==> src/rtl/tl_client_a_arbiter.sv <==
// Two-client TileLink-UL arbiter: round-robin on A with burst locking, D routed back by source MSB.
// Latency: zero; A grant and D routing are combinational, only arbitration state is registered.
// Backpressure: manager a_ready reaches only the granted client, and the locked client's gaps stall the bus.
module tl_client_a_arbiter #(
    parameter int SRC_W   = 4,
    parameter int ADDR_W  = 32,
    parameter int DATA_W  = 64,
    parameter int LG_BEAT = 3
) (
    input  logic                clock,
    input  logic                reset,
    // client 0
    input  logic                auto_in_0_a_valid,
    output logic                auto_in_0_a_ready,
    input  logic [2:0]          auto_in_0_a_bits_opcode,
    input  logic [2:0]          auto_in_0_a_bits_param,
    input  logic [2:0]          auto_in_0_a_bits_size,
    input  logic [SRC_W-1:0]    auto_in_0_a_bits_source,
    input  logic [ADDR_W-1:0]   auto_in_0_a_bits_address,
    input  logic [DATA_W/8-1:0] auto_in_0_a_bits_mask,
    input  logic [DATA_W-1:0]   auto_in_0_a_bits_data,
    input  logic                auto_in_0_a_bits_corrupt,
    output logic                auto_in_0_d_valid,
    input  logic                auto_in_0_d_ready,
    output logic [2:0]          auto_in_0_d_bits_opcode,
    output logic [1:0]          auto_in_0_d_bits_param,
    output logic [2:0]          auto_in_0_d_bits_size,
    output logic [SRC_W-1:0]    auto_in_0_d_bits_source,
    output logic                auto_in_0_d_bits_sink,
    output logic                auto_in_0_d_bits_denied,
    output logic [DATA_W-1:0]   auto_in_0_d_bits_data,
    output logic                auto_in_0_d_bits_corrupt,
    // client 1
    input  logic                auto_in_1_a_valid,
    output logic                auto_in_1_a_ready,
    input  logic [2:0]          auto_in_1_a_bits_opcode,
    input  logic [2:0]          auto_in_1_a_bits_param,
    input  logic [2:0]          auto_in_1_a_bits_size,
    input  logic [SRC_W-1:0]    auto_in_1_a_bits_source,
    input  logic [ADDR_W-1:0]   auto_in_1_a_bits_address,
    input  logic [DATA_W/8-1:0] auto_in_1_a_bits_mask,
    input  logic [DATA_W-1:0]   auto_in_1_a_bits_data,
    input  logic                auto_in_1_a_bits_corrupt,
    output logic                auto_in_1_d_valid,
    input  logic                auto_in_1_d_ready,
    output logic [2:0]          auto_in_1_d_bits_opcode,
    output logic [1:0]          auto_in_1_d_bits_param,
    output logic [2:0]          auto_in_1_d_bits_size,
    output logic [SRC_W-1:0]    auto_in_1_d_bits_source,
    output logic                auto_in_1_d_bits_sink,
    output logic                auto_in_1_d_bits_denied,
    output logic [DATA_W-1:0]   auto_in_1_d_bits_data,
    output logic                auto_in_1_d_bits_corrupt,
    // manager
    output logic                auto_out_a_valid,
    input  logic                auto_out_a_ready,
    output logic [2:0]          auto_out_a_bits_opcode,
    output logic [2:0]          auto_out_a_bits_param,
    output logic [2:0]          auto_out_a_bits_size,
    output logic [SRC_W:0]      auto_out_a_bits_source,
    output logic [ADDR_W-1:0]   auto_out_a_bits_address,
    output logic [DATA_W/8-1:0] auto_out_a_bits_mask,
    output logic [DATA_W-1:0]   auto_out_a_bits_data,
    output logic                auto_out_a_bits_corrupt,
    input  logic                auto_out_d_valid,
    output logic                auto_out_d_ready,
    input  logic [2:0]          auto_out_d_bits_opcode,
    input  logic [1:0]          auto_out_d_bits_param,
    input  logic [2:0]          auto_out_d_bits_size,
    input  logic [SRC_W:0]      auto_out_d_bits_source,
    input  logic                auto_out_d_bits_sink,
    input  logic                auto_out_d_bits_denied,
    input  logic [DATA_W-1:0]   auto_out_d_bits_data,
    input  logic                auto_out_d_bits_corrupt
);

    typedef enum logic {S_IDLE, S_LOCKED} state_t;

    localparam logic [2:0] LG_SZ = 3'(LG_BEAT);

    state_t     state_q, state_d;
    logic       lock_port_q, lock_port_d;
    logic [3:0] beats_left_q, beats_left_d;
    logic       last_grant_q, last_grant_d;

    logic       grant;
    logic       sel_valid;
    logic [2:0] sel_opcode;
    logic [2:0] sel_size;
    logic [3:0] sel_beats_m1;
    logic       a_fire;
    logic       d_port;

    // Grant: locked port during a burst, otherwise round-robin between valid clients
    always_comb begin
        grant = 1'b0;
        if (state_q == S_LOCKED)
            grant = lock_port_q;
        else if (auto_in_0_a_valid && auto_in_1_a_valid)
            grant = ~last_grant_q;
        else if (auto_in_1_a_valid)
            grant = 1'b1;
        else
            grant = 1'b0;
    end

    assign sel_valid  = grant ? auto_in_1_a_valid       : auto_in_0_a_valid;
    assign sel_opcode = grant ? auto_in_1_a_bits_opcode : auto_in_0_a_bits_opcode;
    assign sel_size   = grant ? auto_in_1_a_bits_size   : auto_in_0_a_bits_size;

    // Burst length minus one of the selected request; only data-carrying opcodes span beats
    always_comb begin
        sel_beats_m1 = 4'd0;
        if (sel_opcode <= 3'd3 && sel_size > LG_SZ)
            sel_beats_m1 = 4'((5'd1 << (sel_size - LG_SZ)) - 5'd1);
    end

    // Outputs are held quiet while reset is asserted
    assign auto_out_a_valid  = ~reset & sel_valid;
    assign auto_in_0_a_ready = ~reset & auto_out_a_ready & ~grant;
    assign auto_in_1_a_ready = ~reset & auto_out_a_ready &  grant;
    assign a_fire            = auto_out_a_valid & auto_out_a_ready;

    assign auto_out_a_bits_opcode  = sel_opcode;
    assign auto_out_a_bits_size    = sel_size;
    assign auto_out_a_bits_param   = grant ? auto_in_1_a_bits_param   : auto_in_0_a_bits_param;
    assign auto_out_a_bits_source  = {grant, (grant ? auto_in_1_a_bits_source : auto_in_0_a_bits_source)};
    assign auto_out_a_bits_address = grant ? auto_in_1_a_bits_address : auto_in_0_a_bits_address;
    assign auto_out_a_bits_mask    = grant ? auto_in_1_a_bits_mask    : auto_in_0_a_bits_mask;
    assign auto_out_a_bits_data    = grant ? auto_in_1_a_bits_data    : auto_in_0_a_bits_data;
    assign auto_out_a_bits_corrupt = grant ? auto_in_1_a_bits_corrupt : auto_in_0_a_bits_corrupt;

    // Next-state: lock on the first beat of a multi-beat burst, count down the remaining beats
    always_comb begin
        state_d      = state_q;
        lock_port_d  = lock_port_q;
        beats_left_d = beats_left_q;
        last_grant_d = last_grant_q;
        case (state_q)
            S_IDLE: begin
                if (a_fire) begin
                    last_grant_d = grant;
                    if (sel_beats_m1 != 4'd0) begin
                        state_d      = S_LOCKED;
                        lock_port_d  = grant;
                        beats_left_d = sel_beats_m1;
                    end
                end
            end
            S_LOCKED: begin
                if (a_fire) begin
                    if (beats_left_q == 4'd1) begin
                        state_d      = S_IDLE;
                        beats_left_d = 4'd0;
                    end else begin
                        beats_left_d = beats_left_q - 4'd1;
                    end
                end
            end
            default: state_d = S_IDLE;
        endcase
    end

    // Arbitration state register; last_grant resets to 1 so port 0 wins first contention
    always_ff @(posedge clock or posedge reset) begin
        if (reset) begin
            state_q      <= S_IDLE;
            lock_port_q  <= 1'b0;
            beats_left_q <= 4'd0;
            last_grant_q <= 1'b1;
        end else begin
            state_q      <= state_d;
            lock_port_q  <= lock_port_d;
            beats_left_q <= beats_left_d;
            last_grant_q <= last_grant_d;
        end
    end

    // D routing is stateless: the source MSB names the client, the rest is broadcast
    assign d_port            = auto_out_d_bits_source[SRC_W];
    assign auto_in_0_d_valid = ~reset & auto_out_d_valid & ~d_port;
    assign auto_in_1_d_valid = ~reset & auto_out_d_valid &  d_port;
    assign auto_out_d_ready  = ~reset & (d_port ? auto_in_1_d_ready : auto_in_0_d_ready);

    assign auto_in_0_d_bits_opcode  = auto_out_d_bits_opcode;
    assign auto_in_0_d_bits_param   = auto_out_d_bits_param;
    assign auto_in_0_d_bits_size    = auto_out_d_bits_size;
    assign auto_in_0_d_bits_source  = auto_out_d_bits_source[SRC_W-1:0];
    assign auto_in_0_d_bits_sink    = auto_out_d_bits_sink;
    assign auto_in_0_d_bits_denied  = auto_out_d_bits_denied;
    assign auto_in_0_d_bits_data    = auto_out_d_bits_data;
    assign auto_in_0_d_bits_corrupt = auto_out_d_bits_corrupt;

    assign auto_in_1_d_bits_opcode  = auto_out_d_bits_opcode;
    assign auto_in_1_d_bits_param   = auto_out_d_bits_param;
    assign auto_in_1_d_bits_size    = auto_out_d_bits_size;
    assign auto_in_1_d_bits_source  = auto_out_d_bits_source[SRC_W-1:0];
    assign auto_in_1_d_bits_sink    = auto_out_d_bits_sink;
    assign auto_in_1_d_bits_denied  = auto_out_d_bits_denied;
    assign auto_in_1_d_bits_data    = auto_out_d_bits_data;
    assign auto_in_1_d_bits_corrupt = auto_out_d_bits_corrupt;

endmodule

==> config.mk <==
export PLATFORM = sky130hd
export DESIGN_NAME = tl_client_a_arbiter
export DESIGN_NICKNAME = d
export VERILOG_FILES = /design/src/rtl/tl_client_a_arbiter.sv
export SDC_FILE = /design/constraint.sdc
export NUM_CORES = 1
export LEC_CHECK = 0
export ABC_CLOCK_PERIOD_IN_PS = 4300
export BUFFER_PORTS_ARGS = -buffer_cell sky130_fd_sc_hd__buf_4
export CORE_AREA = 3 3 235 237
export DETAILED_ROUTE_END_ITERATION = 12
export DIE_AREA = 0 0 238 240
export PLACE_DENSITY = 0.37
export SLEW_MARGIN = 20
export SYNTH_ARGS = -nofsm -noshare
export SYNTH_HDL_FRONTEND = slang
export SYNTH_SLANG_ARGS = --single-unit
export TNS_END_PERCENT = 50
==> constraint.sdc <==
create_clock -name clock -period 4.3 [get_ports clock]
set_input_delay 0 -clock clock [delete_from_list [all_inputs] [get_ports clock]]
set_output_delay 0 -clock clock [all_outputs]
set_load 0.01 [all_outputs]
After elaboration in Yosys (flattened, before gate mapping)

Index checks and enable logic that the tools add are counted.

Add/subtract/negate cells: 3
Magnitude comparators: 2
Equality and inequality tests: 4
Shift operators: 1
Multiplexer cells: 24
Bitwise logic cells: 14
Reductions and logical operators: 6

Operator list:

| kind                  | number |
|---|---|
| $mux W64              | 1 |
| $mux W32              | 1 |
| $mux W4               | 6 |
| $mux W1               | 10 |
| $and A1 B1 Y1         | 9 |
| $mux W3               | 3 |
| $mux W8               | 1 |
| $pmux W4 S2           | 1 |
| $sub A4 B1 Y4 const B | 2 |
| $reduce_and A3 Y1     | 2 |
| $not A1 Y1            | 5 |
| $eq A4 B1 Y1 const B  | 1 |
| $ne A2 B2 Y1 const B  | 2 |
| $reduce_bool A4 Y1    | 1 |
| $shl A1 B3 Y4 const A | 1 |
| $gt A3 B2 Y1 const B  | 1 |
| $le A3 B2 Y1 const B  | 1 |
| $sub A3 B2 Y3 const B | 1 |
| $logic_and A1 B1 Y1   | 2 |
| $ne A2 B1 Y1 const B  | 1 |
| $pmux W1 S2           | 1 |
| $reduce_and A2 Y1     | 1 |

Register bits after elaboration: 7
Bits of input ports: 324
Word-level logic and storage cells: 58

Logic depth before layout (Yosys ltp)

Gate-level depths: netlist of the first run.

Depth after elaboration: 12
Gate-level depth with buffers: 10
Mapped depth without buffers: 10

Worst setup path before layout of the first run

No wires, ideal clock.

Kind: reg-to-reg
Start point: reg last_grant_q
End point: reg beats_left_q[1]
Arrival time: 1890 ps
Path slack: 2279 ps
Cell stages (with the launch flop): 11
Path through: dfstp_2 a21boi_2 mux2i_4 inv_2 buf_2 nor3b_1 o21bai_1 ha_1 nor2_1 a21oi_1 o22ai_1

Word-level cells in the longest chain between the ends: 11
Elaborated cells between the ends (all ways): 23
Classes of those cells: add/sub (2); order compare (2); eq/ne (3); shift (1); mux (9); bitwise (3); reduce/logical (3)

Ends and longest elaborated chain:

| element                                                           | RTL line | RTL |
|---|---|---|
| from (decl)                                                       | 84       | `logic last_grant_q, last_grant_d;` |
| from (signal assigned)                                            | 175      | `last_grant_q <= last_grant_d;` |
| $not A1 Y1 (*)                                                    | 100      | `grant = ~last_grant_q;` |
| $mux W1 (*)                                                       | 99       | `else if (auto_in_0_a_valid && auto_in_1_a_valid)` |
| $mux W1 (*)                                                       | 97       | `if (state_q == S_LOCKED)` |
| $mux W3                                                           | 109      | `assign sel_size = grant ? auto_in_1_a_bits_size : auto_in_0_a_bits_size;` |
| $sub A3 B2 Y3                                                     | 115      | `sel_beats_m1 = 4'((5'd1 << (sel_size - LG_SZ)) - 5'd1);` |
| $shl A1 B3 Y4                                                     | 115      |  |
| $sub A4 B1 Y4                                                     | 115      |  |
| $mux W4                                                           | 114      | `if (sel_opcode <= 3'd3 && sel_size > LG_SZ)` |
| $reduce_bool A4 Y1 or $mux W4 (tied branches)                     | 143      | `if (sel_beats_m1 != 4'd0) begin` |
| $ne A2 B2 Y1 (no source line) or $mux W4 (tied branches)          | -        |  |
| $reduce_and A3 Y1 (no source line) or $pmux W4 S2 (tied branches) | -        |  |
| to (signal assigned)                                              | 174      | `beats_left_q <= beats_left_d;` |
| to (decl)                                                         | 83       | `logic [3:0] beats_left_q, beats_left_d;` |

Every way passes the cells marked *; elsewhere a longest branch is shown, timed or not. The select of a mux whose other input is x is not followed.
A chain may end at the register's enable or synchronous reset.

Worst setup path after layout of the first run

Start point: reg state_q
End point: out auto_out_a_bits_address[15]

Word-level cells in the longest chain between the ends: 2

Ends and longest elaborated chain:

| element                | RTL line | RTL |
|---|---|---|
| from (decl)            | 81       | `state_t state_q, state_d;` |
| from (signal assigned) | 172      | `state_q <= state_d;` |
| $mux W1                | 97       |  |
| $mux W32               | 128      | `assign auto_out_a_bits_address = grant ? auto_in_1_a_bits_address : auto_in_0_a_bits_address;` |
| to (decl)              | 61       | `output logic [ADDR_W-1:0] auto_out_a_bits_address,` |

Every way passes these cells.

==> key figures, run 1 <==
Synthesis
  • Dominant cells by area after synthesis: nand2_1 41%, buf_4 36%, dfrtp_1 4.5%, buf_2 2.7%, ha_1 1.1%
  • Top cell type by total area after synthesis: nand2_1
  • Post-Syn Area: 0.003311 mm^2
  • Post-Synth Simple-Gate Area: 0.4573
  • Mux cell area share after synthesis: 0.02381
  • Top cell type's share of synthesized area: 0.4082
  • Synth Area in Compound Gates: 0.04686
  • #FFs+latches synth: 7
  • Unique cell type count in the Yosys netlist: 38
  • Post-synth ARST share: 1.000
  • Largest family of logic cells by synthesized area: simple AND/OR/NAND/NOR gates
  • Post-synth EDFFs: 0
  • Yosys Warn Count: 0
  • Register area share after synthesis: 0.05329
  • Main synth FF type: dfrtp_1
  • Synth Area in XOR/XNOR: 0.002646
  • Mean post-synth cell area: 5.366 um^2
  • Syn_nets: 944
  • Synth Area in Adders: 0.01134
  • Cells after synthesis: around 620

GRT
  • Total gr overflow: 0
  • Largest net degree at the start of global routing: 71
  • Initial antenna violation count: 3
  • Total Routing Usage GR: 0.05931
  • First-pass GRT wire length: 25,060 um
  • Vias in the first global route: slightly above 4,000

STA
  • Worst-margin pin slew: around 760 ps
  • Setup TNS: 0 ps
  • Hold Vio Cnt, Final: 0
  • Fmax: 0.3766 GHz
  • RSZ-0062 raised after global routing: no
  • Relative slew slack: 0.4911
  • Endpoints failing setup: 0
  • Hold_ws: about 0.007 ps
  • Max Clock Skew: 1.758 ps
  • Min Tclk post-route: between 2000 and 3000 ps
  • Final number of max-transition violations: 0
  • PnR worst setup slack: 1645 ps
  • Post-route clock period utilization: 0.6174

Cells and area
  • Layout Nets: 1,136
  • Final Core Density: 0.1075
  • Cell area after layout: roughly 0.0058 mm^2
  • P&R area growth vs syn: 73.70%
  • Layout cell share with drive strength beyond 1: 0.4765
  • Post-Layout Cell Count: 1,505
  • Commonest non-fill, non-tap cell in the layout: buf_4
  • Most frequent cells in the layout: 372 x buf_4, 360 x nand2_1, 8 x nor2_1

Critical path
  • CP Launch Point: state_q
  • FF-to-FF setup slack: approximately 1700 ps
  • Setup crit end kind: output pin
  • Reg-to-Reg End: beats_left_q[1]
  • Largest fanout on the critical path: 70
  • Reg2reg start: state_q
  • Critical path class: flop to output pin
  • Reg2reg path depth: 9
  • CP required: between 4000 and 5000 ps
  • Critical Path AT: about 2700 ps
  • Startpoint types: flop

Drt
  • Drt first pass iters: 4
  • Detailed Route WL: about 20,000 um
  • 1st-iter DRT viols: approximately 180
  • Per-cell routed wire length: 12.90 um
  • Antenna viol nets, final: 0
  • Vias: approximately 4,300
  • # DRC: 0
  • DR vias/cell: 2.850

CTS
  • Root Buffer: clkbuf_16
  • Clock Sinks: 7
  • Setup repair bufs after CTS: 0
  • Clk_lat worst skew: approximately 230 ps
  • Worst-path clk slew: 30 ps
  • CTS resizes: 0
  • Longest Clk Path Bufs: 2
  • Clock H-tree levels: 1
  • CTS buffer count: 3
  • CTS tree: done

Min path
  • Worst Min Path Start: auto_out_d_bits_data[58]
  • Hold Path Cell Cnt: 0
  • WHS Endpoint: auto_in_1_d_bits_data[58]
  • Min-Delay Path Class: input port to output pin

Die
  • Die area: 0.05712 mm^2
  • Initial Util: 0.06189
  • # IOs: between 600 and 700
  • Row cnt: 85
  • Height of the die: roughly 240 um
  • Area of the core: approximately 0.053 mm^2
  • DIE WIDTH: ~240 um

Placed design
  • Hpwl dp: about 17,000 um
  • Final GP Congestion: 0.8464
  • Port bufs: 369
  • Pre-CTS WS: 1648 ps
  • Cells after DPL: ~1,500
  • Placed cell area: roughly 0.0057 mm^2

Run
  • Max_cap viols: 0

Power
  • PD cells: around 470 mW/mm^2
  • Peak supply drop: about 0.0003 V
  • Final Power: 2.676 mW
  • Leakage power: 3.164 nW

Outcome
  • Status: finished clean
Yosys cell counts (2+ instances only):
library cell,count
inv_1,5
or3_1,2
nor3b_1,4
buf_2,18
clkbuf_1,8
buf_4,159
a211oi_1,2
mux2i_1,3
nor2_1,8
a21bo_1,2
dfrtp_1,6
a21oi_1,4
nand2b_1,5
nand2_1,360
o21ai_0,4
ha_1,3
nand3_1,3
cells by family (layout without fill, tap and decap cells):
| logic type | after synthesis | in the layout |
|---|---|---|
| simple gates | 388 | 388 |
| buf+inv | 192 | 383 |
| compound gates | 20 | 20 |
| flops | 7 | 7 |
| mux | 6 | 6 |
| fa+ha+maj | 3 | 3 |
| xor+xnor | 1 | 1 |
| other cells | 0 | 1 |
per-layer routing:
metal | global-route usage | share of wire | wire length, um
met1 | 0.04438 | 0.26 | 5031
met2 | 0.1166 | 0.53 | 10290
met3 | 0.03957 | 0.17 | 3361
met4 | 0.02419 | 0.037 | 723
met5 | 0 | 0.00072 | 14
flip-flops by register name, summed over array words and instances (netlist names):
name	flops
beats_left_q	4
state_q	1
lock_port_q	1
last_grant_q	1
how the worst max path moves through the flow:
stage | to | slack (ps) | cells after the start
floorplan | beats_left_q[1] | 2280 | 10
global placement | beats_left_q[1] | 1600 | 9
detailed placement | beats_left_q[1] | 1650 | 9
CTS | auto_out_a_bits_source[2] | 1510 | 6
global route | auto_out_a_bits_source[2] | 1350 | 6
finish | auto_out_a_bits_address[15] | 1640 | 6
report_power, final:
| group | switching, mW | total, mW | internal, mW | leakage, nW |
|---|---|---|---|---|
| registers | 0.0486 | 0.150 | 0.101 | 0.0824 |
| logic | 1.30 | 2.37 | 1.07 | 3.04 |
| clock network | 0.0359 | 0.159 | 0.123 | 0.0382 |
| total | 1.38 | 2.68 | 1.29 | 3.16 |
what timing repair did:
| item | CTS | global route |
|---|---|---|
| endpoints found under the setup margin | 0 | 0 |
| hold endpoints to repair | 6 | 0 |
| hold buffers | 1 | 0 |
critical path, stage by stage (launching register included):
cell and delay, ps:
dfrtp_1 550, mux2i_4 290, inv_4 560, buf_4 600, nand2_1 110, nand2_1 140, buf_4 140
layout make-up:
class	count	area, um^2
flip-flops and latches	7	176.4
diodes	1	2.502
repair buffers	373	2803
multi-input cells	418	1794
inverters	6	25.02
clock buffers	4	78.83
fillers	6297	47740
well taps	696	870.8
(Power assumes the default switching activity.)
==> inputs of run 2 (changes only) <==
--- a/config.mk
+++ b/config.mk
@@ -5,11 +5,12 @@
 export SDC_FILE = /design/constraint.sdc
 export NUM_CORES = 1
 export LEC_CHECK = 0
-export ABC_CLOCK_PERIOD_IN_PS = 4300
+export ABC_AREA = 1
+export ABC_CLOCK_PERIOD_IN_PS = 2500
 export BUFFER_PORTS_ARGS = -buffer_cell sky130_fd_sc_hd__buf_4
-export CORE_AREA = 3 3 235 237
+export CORE_AREA = 3 3 233 235
 export DETAILED_ROUTE_END_ITERATION = 12
-export DIE_AREA = 0 0 238 240
+export DIE_AREA = 0 0 236 238
 export PLACE_DENSITY = 0.37
 export SLEW_MARGIN = 20
 export SYNTH_ARGS = -nofsm -noshare
==> constraint.sdc (replaced) <==
create_clock -name clock -period 2.5 [get_ports clock]
set_input_delay 0 -clock clock [delete_from_list [all_inputs] [get_ports clock]]
set_output_delay 0 -clock clock [all_outputs]
set_load 0.01 [all_outputs]
==> run 2 against run 1 <==
- combinational power rose by 49%
- die area is 1.7% lower
- clock power grew 77%
- via count shrank 0.86%
==> key figures, run 2 <==
Cells and area
  • Max reg flops: 4 (unchanged)
  • Most frequent cells in the layout: 371 x buf_4, 361 x nand2_1, 14 x inv_1 (was 372 x buf_4, 360 x nand2_1, 8 x nor2_1)
  • Ant. Diodes: 0 (was 1)
  • P&R area growth vs syn: 76.83% (was 73.70%)
  • Layout cell share with drive strength beyond 1: 0.4804 (was 0.4765)
  • Largest Register: beats_left_q (unchanged)
  • Commonest non-fill, non-tap cell in the layout: buf_4 (unchanged)
  • Final Core Density: 0.1085 (was 0.1075)
  • Layout Nets: 1,146 (was 1,136)

Synthesis
  • Post-synth EDFFs: 0 (unchanged)
  • Main synth FF type: dfrtp_1 (unchanged)
  • Yosys Warn Count: 0 (unchanged)
  • Mean post-synth cell area: 5.157 um^2 (was 5.366 um^2)
  • Dominant cells by area after synthesis: nand2_1 42%, buf_4 37%, dfrtp_1 4.7%, buf_2 1.9%, inv_1 1.6% (was nand2_1 41%, buf_4 36%, dfrtp_1 4.5%, buf_2 2.7%, ha_1 1.1%)
  • Top cell type's share of synthesized area: 0.4211 (was 0.4082)
  • Syn_nets: 951 (was 944)
  • Register area share after synthesis: 0.05482 (was 0.05329)
  • Cells after synthesis: 624 (was 617)
  • Post-synth top cells: 361 x nand2_1, 159 x buf_4, 14 x inv_1, 13 x nor2_1 (was 360 x nand2_1, 159 x buf_4, 18 x buf_2, 8 x clkbuf_1, 8 x nor2_1)
  • Post-synth ARST share: 1.000 (unchanged)
  • Post-Syn Area: 0.003218 mm^2 (was 0.003311 mm^2)
  • Most common cell in the synthesized netlist: nand2_1 (unchanged)
  • Unique cell type count in the Yosys netlist: 24 (was 38)
  • #FFs+latches synth: 7 (unchanged)
  • Top cell type by total area after synthesis: nand2_1 (unchanged)

CTS
  • CTS tree: done (unchanged)
  • CTS buffer count: 3 (unchanged)
  • CTS resizes: 0 (unchanged)
  • Clk_lat worst skew: 240 ps (was 230 ps)
  • Worst-path clk slew: 40 ps (was 30 ps)
  • Root Buffer: clkbuf_16 (unchanged)
  • Clock Sinks: 7 (unchanged)
  • Clock H-tree levels: 1 (unchanged)
  • Longest Clk Path Bufs: 2 (unchanged)

Critical path
  • Reg-to-Reg End: beats_left_q[1] (unchanged)
  • Startpoint types: flop (unchanged)
  • Setup crit end kind: output pin (unchanged)
  • Largest fanout on the critical path: 62 (was 70)
  • CP required: 2500 ps (was 4300 ps)
  • Critical Path AT: 2060 ps (was 2660 ps)
  • Reg2reg start: state_q (unchanged)
  • FF-to-FF setup slack: 620 ps (was 1670 ps)
  • Reg2reg path depth: 12 (was 9)
  • Critical path class: flop to output pin (unchanged)

Drt
  • Vias: 4,253 (was 4,290)
  • Detailed Route WL: 17,720 um (was 19,420 um)
  • Per-cell routed wire length: 11.77 um (was 12.90 um)
  • # DRC: 0 (unchanged)
  • DR vias/cell: 2.824 (was 2.850)
  • Antenna viol nets, final: 0 (unchanged)
  • 1st-iter DRT viols: 176 (was 178)
  • Drt first pass iters: 4 (unchanged)

Die
  • # IOs: 607 (unchanged)
  • Initial Util: 0.06136 (was 0.06189)
  • Die area: 0.05617 mm^2 (was 0.05712 mm^2)
  • Area of the core: 0.05245 mm^2 (was 0.05350 mm^2)
  • Height of the die: 238 um (was 240 um)
  • DIE WIDTH: 236 um (was 238 um)
  • Row cnt: 84 (was 85)

STA
  • Worst-margin pin slew: 693.5 ps (was 763.4 ps)
  • Setup TNS: 0 ps (unchanged)
  • Min Tclk post-route: 2060 ps
  • Post-route clock period utilization: 0.8240
  • Endpoints failing setup: 0 (unchanged)
  • Final number of max-transition violations: 0 (unchanged)
  • Fmax: between 0.4 and 0.5 GHz
  • Max Clock Skew: 1.721 ps (was 1.758 ps)
  • RSZ-0062 raised after global routing: no (unchanged)
  • Relative slew slack: 0.5376 (was 0.4911)
  • Hold Vio Cnt, Final: 0 (unchanged)

Min path
  • Hold Path Cell Cnt: 0 (unchanged)
  • Min-Delay Path Class: input port to output pin (unchanged)
  • Worst Min Path Start: auto_out_d_bits_data[20] (was auto_out_d_bits_data[58])
  • WHS Endpoint: auto_in_1_d_bits_data[20] (was auto_in_1_d_bits_data[58])

Power
  • Leakage power: 3.201 nW (was 3.164 nW)
  • PD cells: 710.5 mW/mm^2 (was 465.3 mW/mm^2)
  • Peak supply drop: 0.0003220 V (was 0.0002993 V)

GRT
  • Vias in the first global route: 4,278 (was 4,116)
  • Total Routing Usage GR: 0.05572 (was 0.05931)
  • Largest net degree at the start of global routing: 63 (was 71)
  • Total gr overflow: 0 (unchanged)
  • First-pass GRT wire length: 24,580 um (was 25,060 um)
  • Initial antenna violation count: 1 (was 3)

Placed design
  • Hpwl dp: 15,590 um (was 17,070 um)
  • Final GP Congestion: 0.7941 (was 0.8464)
  • Port bufs: 369 (unchanged)

Run
  • Max_cap viols: 0 (unchanged)

Outcome
  • Status: finished clean (unchanged)
-- run 2: cell types whose count changed after synthesis, moves of 5 or more --
cell / before / now
inv_1: 5 / 14
nor2_1: 8 / 13
buf_2: 18 / 12
nand2b_1: 5 / 0
inv_2: 1 / 6
nand2_2: 1 / 7
-- run 2: routing by layer --
| metal | up-vias | GRT usage | wire, um |
|---|---|---|---|
| met4 | 0 | 0.02581 | 824 |
| met3 | 68 | 0.02254 | 2157 |
| li1 | 2096 | - | - |
| met1 | 1769 | 0.06004 | 6100 |
| met2 | 320 | 0.09532 | 8639 |
| met5 | - | 0.003367 | 0 |
-- run 2: layout make-up --
type / instances / area, um^2
fill: 6196 / 46750
timing repair buffer: 374 / 2835
multi-input combinational: 413 / 1662
tap: 688 / 860.8
sequential: 7 / 176.4
clock buffer: 4 / 78.83
inverter: 20 / 77.57
-- run 2: report_power, final --
part / internal [mW] / switching [mW]
registers: 0.171 / 0.0486
logic: 1.58 / 1.96
clock network: 0.213 / 0.0691
total: 1.97 / 2.07
-- run 2: cell families (layout without fill, tap and decap cells) --
kind of cell / count (synthesis) / in the layout / share of synthesized area
fa+ha+maj: 3 / 3 / 0.01167
simple gates: 397 / 397 / 0.4798
xor+xnor: 2 / 2 / 0.005444
buf+inv: 204 / 398 / 0.4304
flops: 7 / 7 / 0.05482
compound gates: 11 / 11 / 0.01789
-- run 2: critical path, cell delays in order (launching register included) --
cell and delay [ps]:
dfrtp_1 440, inv_2 120, nand3_2 160, nand2_4 150, buf_4 510, nand2_1 130, nand2_1 120, buf_4 130
-- run 2: what timing repair did --
action	4_1_cts	5_1_grt
setup buffers	0	0
endpoints found under the hold margin	6	0
hold buffers	1	0
-- run 2: stage by stage --
stage / hold WS, ps / worst slack (ps) / area (um^2) / instances / power, mW
5_1_grt: 0.02454 / 196.3 / 5690 / 1506 / 4.461
4_1_cts: 0.1003 / 409.4 / 5690 / 1506 / 4.126
3_3_place_gp: 0.1003 / 678.2 / 5602 / 1501 / 3.860
2_1_floorplan: -191.6 / 665.3 / 3218 / 624 / 2.219
6_report: 0.004499 / 440.1 / 5690 / 1506 / 4.043
3_5_place_dp: 0.1003 / 606.7 / 5602 / 1501 / 3.822
-- run 2: worst max path at each step --
stage / start / end / slack [ps] / cells past startpoint
after global routing: state_q / auto_out_a_bits_data[60] / 200 / 7
after floorplan: last_grant_q / beats_left_q[1] / 670 / 14
after global placement: state_q / beats_left_q[1] / 680 / 12
after detailed placement: state_q / beats_left_q[1] / 610 / 12
after CTS: state_q / auto_out_a_bits_source[2] / 410 / 7
final: state_q / auto_out_a_bits_data[55] / 440 / 7
